## src/rtl/output_port_buffer.sv

```systemverilog
// Output port buffer: queues values written by the OUT instruction and
// drains them to an external device over a valid/ready handshake.
//
// Ports:
//   clk, resetN               clock, asynchronous active-low reset
//   outWrite, outData         processor OUT strobe and value
//   full                      queue cannot take a write this cycle
//   devValid, devData         head entry offered to the device (FWFT)
//   devReady                  device takes the head entry this cycle
//   outputPort                mirror of the last accepted value
//   count                     occupied entries, 0..DEPTH
//   overflow, clrOverflow     sticky dropped-write flag and its clear
module output_port_buffer #(
    parameter int WIDTH = 16,
    parameter int DEPTH = 4,
    parameter int PTR_W = 2
) (
    input  logic             clk,
    input  logic             resetN,
    input  logic             outWrite,
    input  logic [WIDTH-1:0] outData,
    output logic             full,
    output logic             devValid,
    output logic [WIDTH-1:0] devData,
    input  logic             devReady,
    output logic [WIDTH-1:0] outputPort,
    output logic [PTR_W:0]   count,
    output logic             overflow,
    input  logic             clrOverflow
);

    localparam logic [PTR_W:0]   FULL_CNT = (PTR_W + 1)'(DEPTH);
    localparam logic [PTR_W:0]   CNT_ONE  = (PTR_W + 1)'(1);
    localparam logic [PTR_W-1:0] PTR_ONE  = PTR_W'(1);

    logic [WIDTH-1:0] mem [DEPTH];
    logic [PTR_W-1:0] wrPtr;
    logic [PTR_W-1:0] rdPtr;
    logic [PTR_W:0]   cnt;
    logic             pop;
    logic             push;
    logic             drop;

    assign full     = (cnt == FULL_CNT);
    assign devValid = (cnt != '0);
    assign devData  = mem[rdPtr];
    assign count    = cnt;

    assign pop  = devValid && devReady;
    // A pop frees a slot in the same cycle, so a full queue still accepts.
    assign push = outWrite && (!full || pop);
    assign drop = outWrite && full && !pop;

    // Storage is never cleared; contents behind devValid=0 are don't-care.
    always_ff @(posedge clk) begin
        if (push) begin
            mem[wrPtr] <= outData;
        end
    end

    always_ff @(posedge clk or negedge resetN) begin
        if (!resetN) begin
            wrPtr      <= '0;
            rdPtr      <= '0;
            cnt        <= '0;
            outputPort <= '0;
            overflow   <= 1'b0;
        end else begin
            if (push) begin
                wrPtr      <= wrPtr + PTR_ONE;
                outputPort <= outData;
            end
            if (pop) begin
                rdPtr <= rdPtr + PTR_ONE;
            end
            unique case ({push, pop})
                2'b10:   cnt <= cnt + CNT_ONE;
                2'b01:   cnt <= cnt - CNT_ONE;
                default: cnt <= cnt;
            endcase
            // A drop in the same cycle as a clear leaves the flag set.
            if (drop) begin
                overflow <= 1'b1;
            end else if (clrOverflow) begin
                overflow <= 1'b0;
            end
        end
    end

endmodule
```

## config.mk

```make
export PLATFORM = sky130hd
export DESIGN_NAME = output_port_buffer
export DESIGN_NICKNAME = d
export VERILOG_FILES = /design/src/rtl/output_port_buffer.sv
export SDC_FILE = /design/constraint.sdc
export NUM_CORES = 1
export LEC_CHECK = 0
export CAP_MARGIN = 40
export CORE_AREA = 5 5 90 92
export DETAILED_ROUTE_END_ITERATION = 10
export DIE_AREA = 0 0 95 97
export PLACE_DENSITY = 0.74
export RECOVER_POWER = 25
export SLEW_MARGIN = 20
export SYNTH_ARGS = -nofsm -noshare
export SYNTH_HDL_FRONTEND = slang
export SYNTH_SLANG_ARGS = --single-unit
```

## constraint.sdc

```tcl
create_clock -name clk -period 2.4 [get_ports clk]
set_input_delay 0.48 -clock clk [delete_from_list [all_inputs] [get_ports clk]]
set_output_delay 0.48 -clock clk [all_outputs]
set_load 0.03 [all_outputs]
```

=== After elaboration in Yosys (flattened, before gate mapping) ===
Memories as Yosys holds them, arrays and structs flattened.
Index checks and enable logic that the tools add are counted.

* Muxes and demuxes: 5
* Equality and inequality tests: 3
* $add $sub $neg: 4
* Reduce and logical (&&, ||, !) cells: 10

{| class="wikitable"
|+ Operator list
! cell !! count
|-
| one-hot mux 3 bit (2 select lines) || 1
|-
| adder 2 x 1 -> 2 bit (second input constant) || 2
|-
| logical AND 1 bit || 4
|-
| 2-to-1 mux 1 bit || 4
|-
| nonzero test 2 bit || 2
|-
| adder 3 x 1 -> 3 bit (second input constant) || 1
|-
| == test 3 bit (second input constant) || 1
|-
| nonzero test 3 bit || 1
|-
| subtractor 3 x 1 -> 3 bit (second input constant) || 1
|-
| == test 2 x 1 -> 1 bit (second input constant) || 1
|-
| == test 2 bit (second input constant) || 1
|-
| zero test 1 bit || 2
|-
| logical OR 1 bit || 1
|}

* Input port bits: 21
* Word-level logic and storage cells: 28
* Bits in registers: 24
* RAM bits: 64
* Output and inout bits: 38
* Memories kept: 1

{| class="wikitable"
|+ Memory list
! name !! words !! bits a word !! rd ports !! clocked after Yosys merged registers in !! write ports !! line !! text
|-
| mem || 4 || 16 || 1 || 0 || 1 || 36 || <nowiki>logic [WIDTH-1:0] mem [DEPTH];</nowiki>
|}

=== Longest topological paths before layout ===
Gate-level depths: netlist of run 1.

* Word-level depth: 6
* Gate-level depth with buffers: 10
* Mapped depth without buffers: 8

=== Worst setup path after synthesis of run 1 ===
OpenSTA, ideal clock, no wires.

* Path type: reg-to-reg
* Start: reg cnt[0] (netlist: count[0])
* End: reg cnt[2] (netlist: count[2])
* Buffers on the path: 2
* Clock period less this slack: 2.279 ns
* Setup time: 0.081 ns
* Stages on the path, launching flop included: 11
* Required time: 2.319 ns
* Setup slack: 0.121 ns
* Arrival: 2.199 ns
* Cells stage by stage: dfrtp_1 nor4b_2 nand2b_1 buf_6 buf_12 ha_1 inv_1 fa_1 xor2_1 nor2_1 xor2_1

* Word-level cells in the longest chain between the ends: 6
* Elaborated cells between the ends (all ways): 12
* Classes of those cells: add/sub: 2; eq/ne: 3; mux: 1; reduce/logical: 6

{| class="wikitable"
|+ RTL lines
! what !! line !! text
|-
| from (decl) || 39 || <nowiki>logic [PTR_W:0] cnt;</nowiki>
|-
| from (signal assigned) || 77 || <nowiki>2'b10: cnt <= cnt + CNT_ONE;</nowiki>
|-
| from (signal assigned) || 78 || <nowiki>2'b01: cnt <= cnt - CNT_ONE;</nowiki>
|-
| from (signal assigned) || 79 || <nowiki>default: cnt <= cnt;</nowiki>
|-
| == test 3 bit / nonzero test 3 bit (equally long branches) || 44, 45 ||
|-
| zero test 1 bit / logical AND 1 bit (equally long branches) || 51, 49 ||
|-
| logical OR 1 bit || 51 || <nowiki>assign push = outWrite && (!full || pop);</nowiki>
|-
| logical AND 1 bit || 51 ||
|-
| == test 2 x 1 -> 1 bit / == test 2 bit (equally long branches) || 76 || <nowiki>unique case ({push, pop})</nowiki>
|-
| one-hot mux 3 bit (2 select lines) / nonzero test 2 bit (equally long branches) || -- ||
|}

Several ways; a longest one is shown, not always the timed one.
A chain may end at the register's enable or synchronous reset.

=== Final worst setup path of run 1 ===
* Start: reg rdPtr[0]
* End: out devData[14]

* Word-level cells in the longest chain between the ends: 1

{| class="wikitable"
|+ RTL lines
! what !! line !! text
|-
| from (decl) || 38 || <nowiki>logic [PTR_W-1:0] rdPtr;</nowiki>
|-
| from (signal assigned) || 74 || <nowiki>rdPtr <= rdPtr + PTR_ONE;</nowiki>
|-
| memory read (4 x 16 bit) || -- ||
|-
| to (decl) || 24 || <nowiki>output logic [WIDTH-1:0] devData,</nowiki>
|}

No other way between the ends.

==> impl_metrics.yaml, run 1 <==
run_status:
  status: "finished, violations left"
  violations: "capacitance limit, slew limit"
synthesis:
  ys_seq_area_share_pct: 72.9
  synth_area_per_cell_um2: 21.1
  synth_area_leaders: "edfxtp_1 56%, dfrtp_1 17%, mux4_2 10%"
  yosys.cell_types.count: 24
  synth_commonest_cells: "64 x edfxtp_1, 24 x dfrtp_1, 16 x mux4_2"
  async_flop_share_pct: 27.3
  synth-edff-count: 64
  yosysMostFrequentCell: "edfxtp_1"
  syn_area_mm2: 0.00346
  yosysWarnings: 0
  synth_top_area_share_pct: 55.6
  synth_flop_cell: "edfxtp_1"
  ys_seq_elements: 88
  synth_fp_nets: 191
  syn_inst: 164
  yosysTopAreaCell: "edfxtp_1"
finish:
  area_delta_synth_final_pct: 26.7
  antennaDiodeCount: 0
  utilization_pct: 61.4
  drive_above_1_share_pct: 27.3
  nNetsFinal: 264
  layoutNonFillerInstCount: 341
worst_hold_path:
  worstHoldStart: "outputPort[1]"
  holdPathEnd: "outputPort[1]"
  hp-class: "flop to flop"
  holdPathStages: 1
timing:
  setup-violations-final: 0
  tightest_slew_ps: 1520
  final.period_utilization_pct: 96.0
  skew_ps: 7.53
  hold_viol_final: 0
  setup_tns_ps: 0
  slew_headroom_pct: -1.34
  final_max_slew_viol_count: 25
  period_minus_slack_ps: 2300
  setup_slack_ps: 96.8
  fmax_mhz: 434
  rsz0062_at_grt: "no"
global_route:
  grtUsageTotal_pct: 14.2
  antenna_found_initial: 0
  grt_pass1_wl_um: 9760
  overflow: 0
  grt_start_max_net_pins: 25
  grt_pass1_vias: 1862
setup_path:
  crit_path_max_fanout: 8
  r2r-start: "count[0]"
  r2r_end: "count[2]"
  cp.required_ps: 1920
  r2r_cells: 8
  ff2ff_setup_slack_ps: 250
  cp_data_arrival_time_ps: 1820
  path_class: "flop to output port"
  cp-end-kind: "output port"
  critPathLaunchType: "flop"
clock_network:
  cts_tree: "done"
  clk_pin_slew_worst_paths_ps: 80
  post_cts_buffers: 0
  numCtsBuffers: 9
  cts.path.max_buffers: 2
  cts.sinks: 88
  root_buffer: "clkbuf_8"
  htreeDepth: 3
  clk_latency_ps: 340
detailed_routing:
  viasPerCell: 4.89
  drt_iter0_markers: 62
  antenna_left: 0
  firstDrtPassIters: 4
  route.vias.total: 1667
  drc_errors: 0
  wl_per_cell_um: 17.5
  wl_um: 5950
floorplan:
  core-area_mm2: 0.00714
  fp.dieArea_mm2: 0.00922
  rows: 31
  die_w_um: 95
  start_util_pct: 48.5
  chipHeight_um: 97
  io_pins: 59
power_and_ir_drop:
  ir_worst_vdd_v: 0.000571
  p_leak_nw: 1.64
  power.density_mw_per_mm2: 1200
place:
  place_ws_ps: -181
  portBuffers: 58
  dp_hpwl_um: 4110
  gp_congestion: 0.713
  placedCellCount: 325
job:
  maxCapViolCount: 1
-- metrics by stage --
stage          hold slack [ps]  total power (W)  instance area [µm²]
2_1_floorplan              184          0.00360                 3460
3_3_place_gp               493          0.00441                 4170
3_5_place_dp               492          0.00449                 4210
4_1_cts                    512          0.00532                 4380
5_1_grt                    528          0.00553                 4380
6_report                   511          0.00525                 4380
-- logic make-up (layout without fill, tap and decap cells) --
| group | after synthesis | after routing | synth area share (%) |
|---|---|---|---|
| flops | 88 | 88 | 72.9 |
| compound gates | 2 | 2 | 0.434 |
| simple gates | 11 | 11 | 1.77 |
| mux | 34 | 34 | 17.8 |
| fa+ha+maj | 6 | 6 | 2.39 |
| buf+inv | 17 | 95 | 3.18 |
| xor+xnor | 6 | 6 | 1.52 |
-- area by class of cell --
class / count / area (µm²)
Tap cell: 99 / 124
Sequential cell: 88 / 2520
Inverter: 10 / 37.5
Multi-Input combinational cell: 59 / 838
Clock buffer: 10 / 128
Clock inverter: 6 / 58.8
Fill cell: 546 / 2760
Timing Repair Buffer: 69 / 672
-- report_power, final --
group	leakage (nW)	internal, W	switching, W	total, W
combinational	0.676	0.000942	0.00115	0.00209
sequential	0.868	0.00199	0.000207	0.00220
clock	0.0917	0.000476	0.000479	0.000956
total	1.64	0.00341	0.00184	0.00525
-- timing repair --
item	4_1_cts	5_1_grt
hold buffers	0	0
gates resized for setup	17	1
endpoints found under the setup margin	16	3
-- sequential cells by signal, indices dropped and copies added (netlist names) --
signal / flops
outputPort: 16
mem: 64
wrPtr: 2
overflow: 1
count: 3
rdPtr: 2
-- cells in the final DEF, fill, tap and decap left out, types with 2 or more instances in the layout --
| cell | count |
|---|---|
| buf_4 | 5 |
| ha_1 | 5 |
| mux2_4 | 14 |
| inv_1 | 10 |
| edfxtp_1 | 64 |
| buf_6 | 4 |
| mux2_2 | 3 |
| mux4_2 | 16 |
| dlygate4sd2_1 | 16 |
| clkbuf_1 | 2 |
| xnor2_1 | 3 |
| dfrtp_1 | 23 |
| dlygate4sd3_1 | 9 |
| clkdlybuf4s50_1 | 32 |
| nor2_2 | 4 |
| clkbuf_8 | 9 |
| clkinv_1 | 2 |
| xor2_1 | 3 |
| nand2_1 | 2 |
-- routing by layer --
layer | track usage, % | vias up | wire [µm]
li1 | - | 770 | -
met1 | 19.4 | 846 | 2630
met2 | 22.0 | 40 | 2990
met3 | 3.34 | 11 | 232
met4 | 5.66 | 0 | 101
met5 | 0 | - | 0
-- worst max-delay path, cell delays in order (launching register included) --
cell and delay, ps:
dfrtp_1 410, buf_6 180, mux4_2 520, dlygate4sd2_1 380
-- worst max path at each step --
stage	depth (start not counted)	endpoint	slack, ps	from
final	3	devData[14]	100	rdPtr[0]
after global routing	3	devData[2]	30	rdPtr[0]
after CTS	3	devData[15]	40	rdPtr[0]
after detailed placement	9	count[2]	-180	devReady
after global placement	9	count[2]	-130	devReady
after floorplan	10	count[2]	120	count[0]
Power figures use the tool's default switching activity.
==> inputs of run 2 (changes only) <==
- TNS_END_PERCENT: unset -> 10
==> results of run 2 <==
Final layout, timing and power as in run 1 (identical DEF).
==> inputs of run 3 (changes only) <==
- HOLD_SLACK_MARGIN: unset -> 0.05
==> results of run 3 <==
Final layout, timing and power as in run 1 (identical DEF).
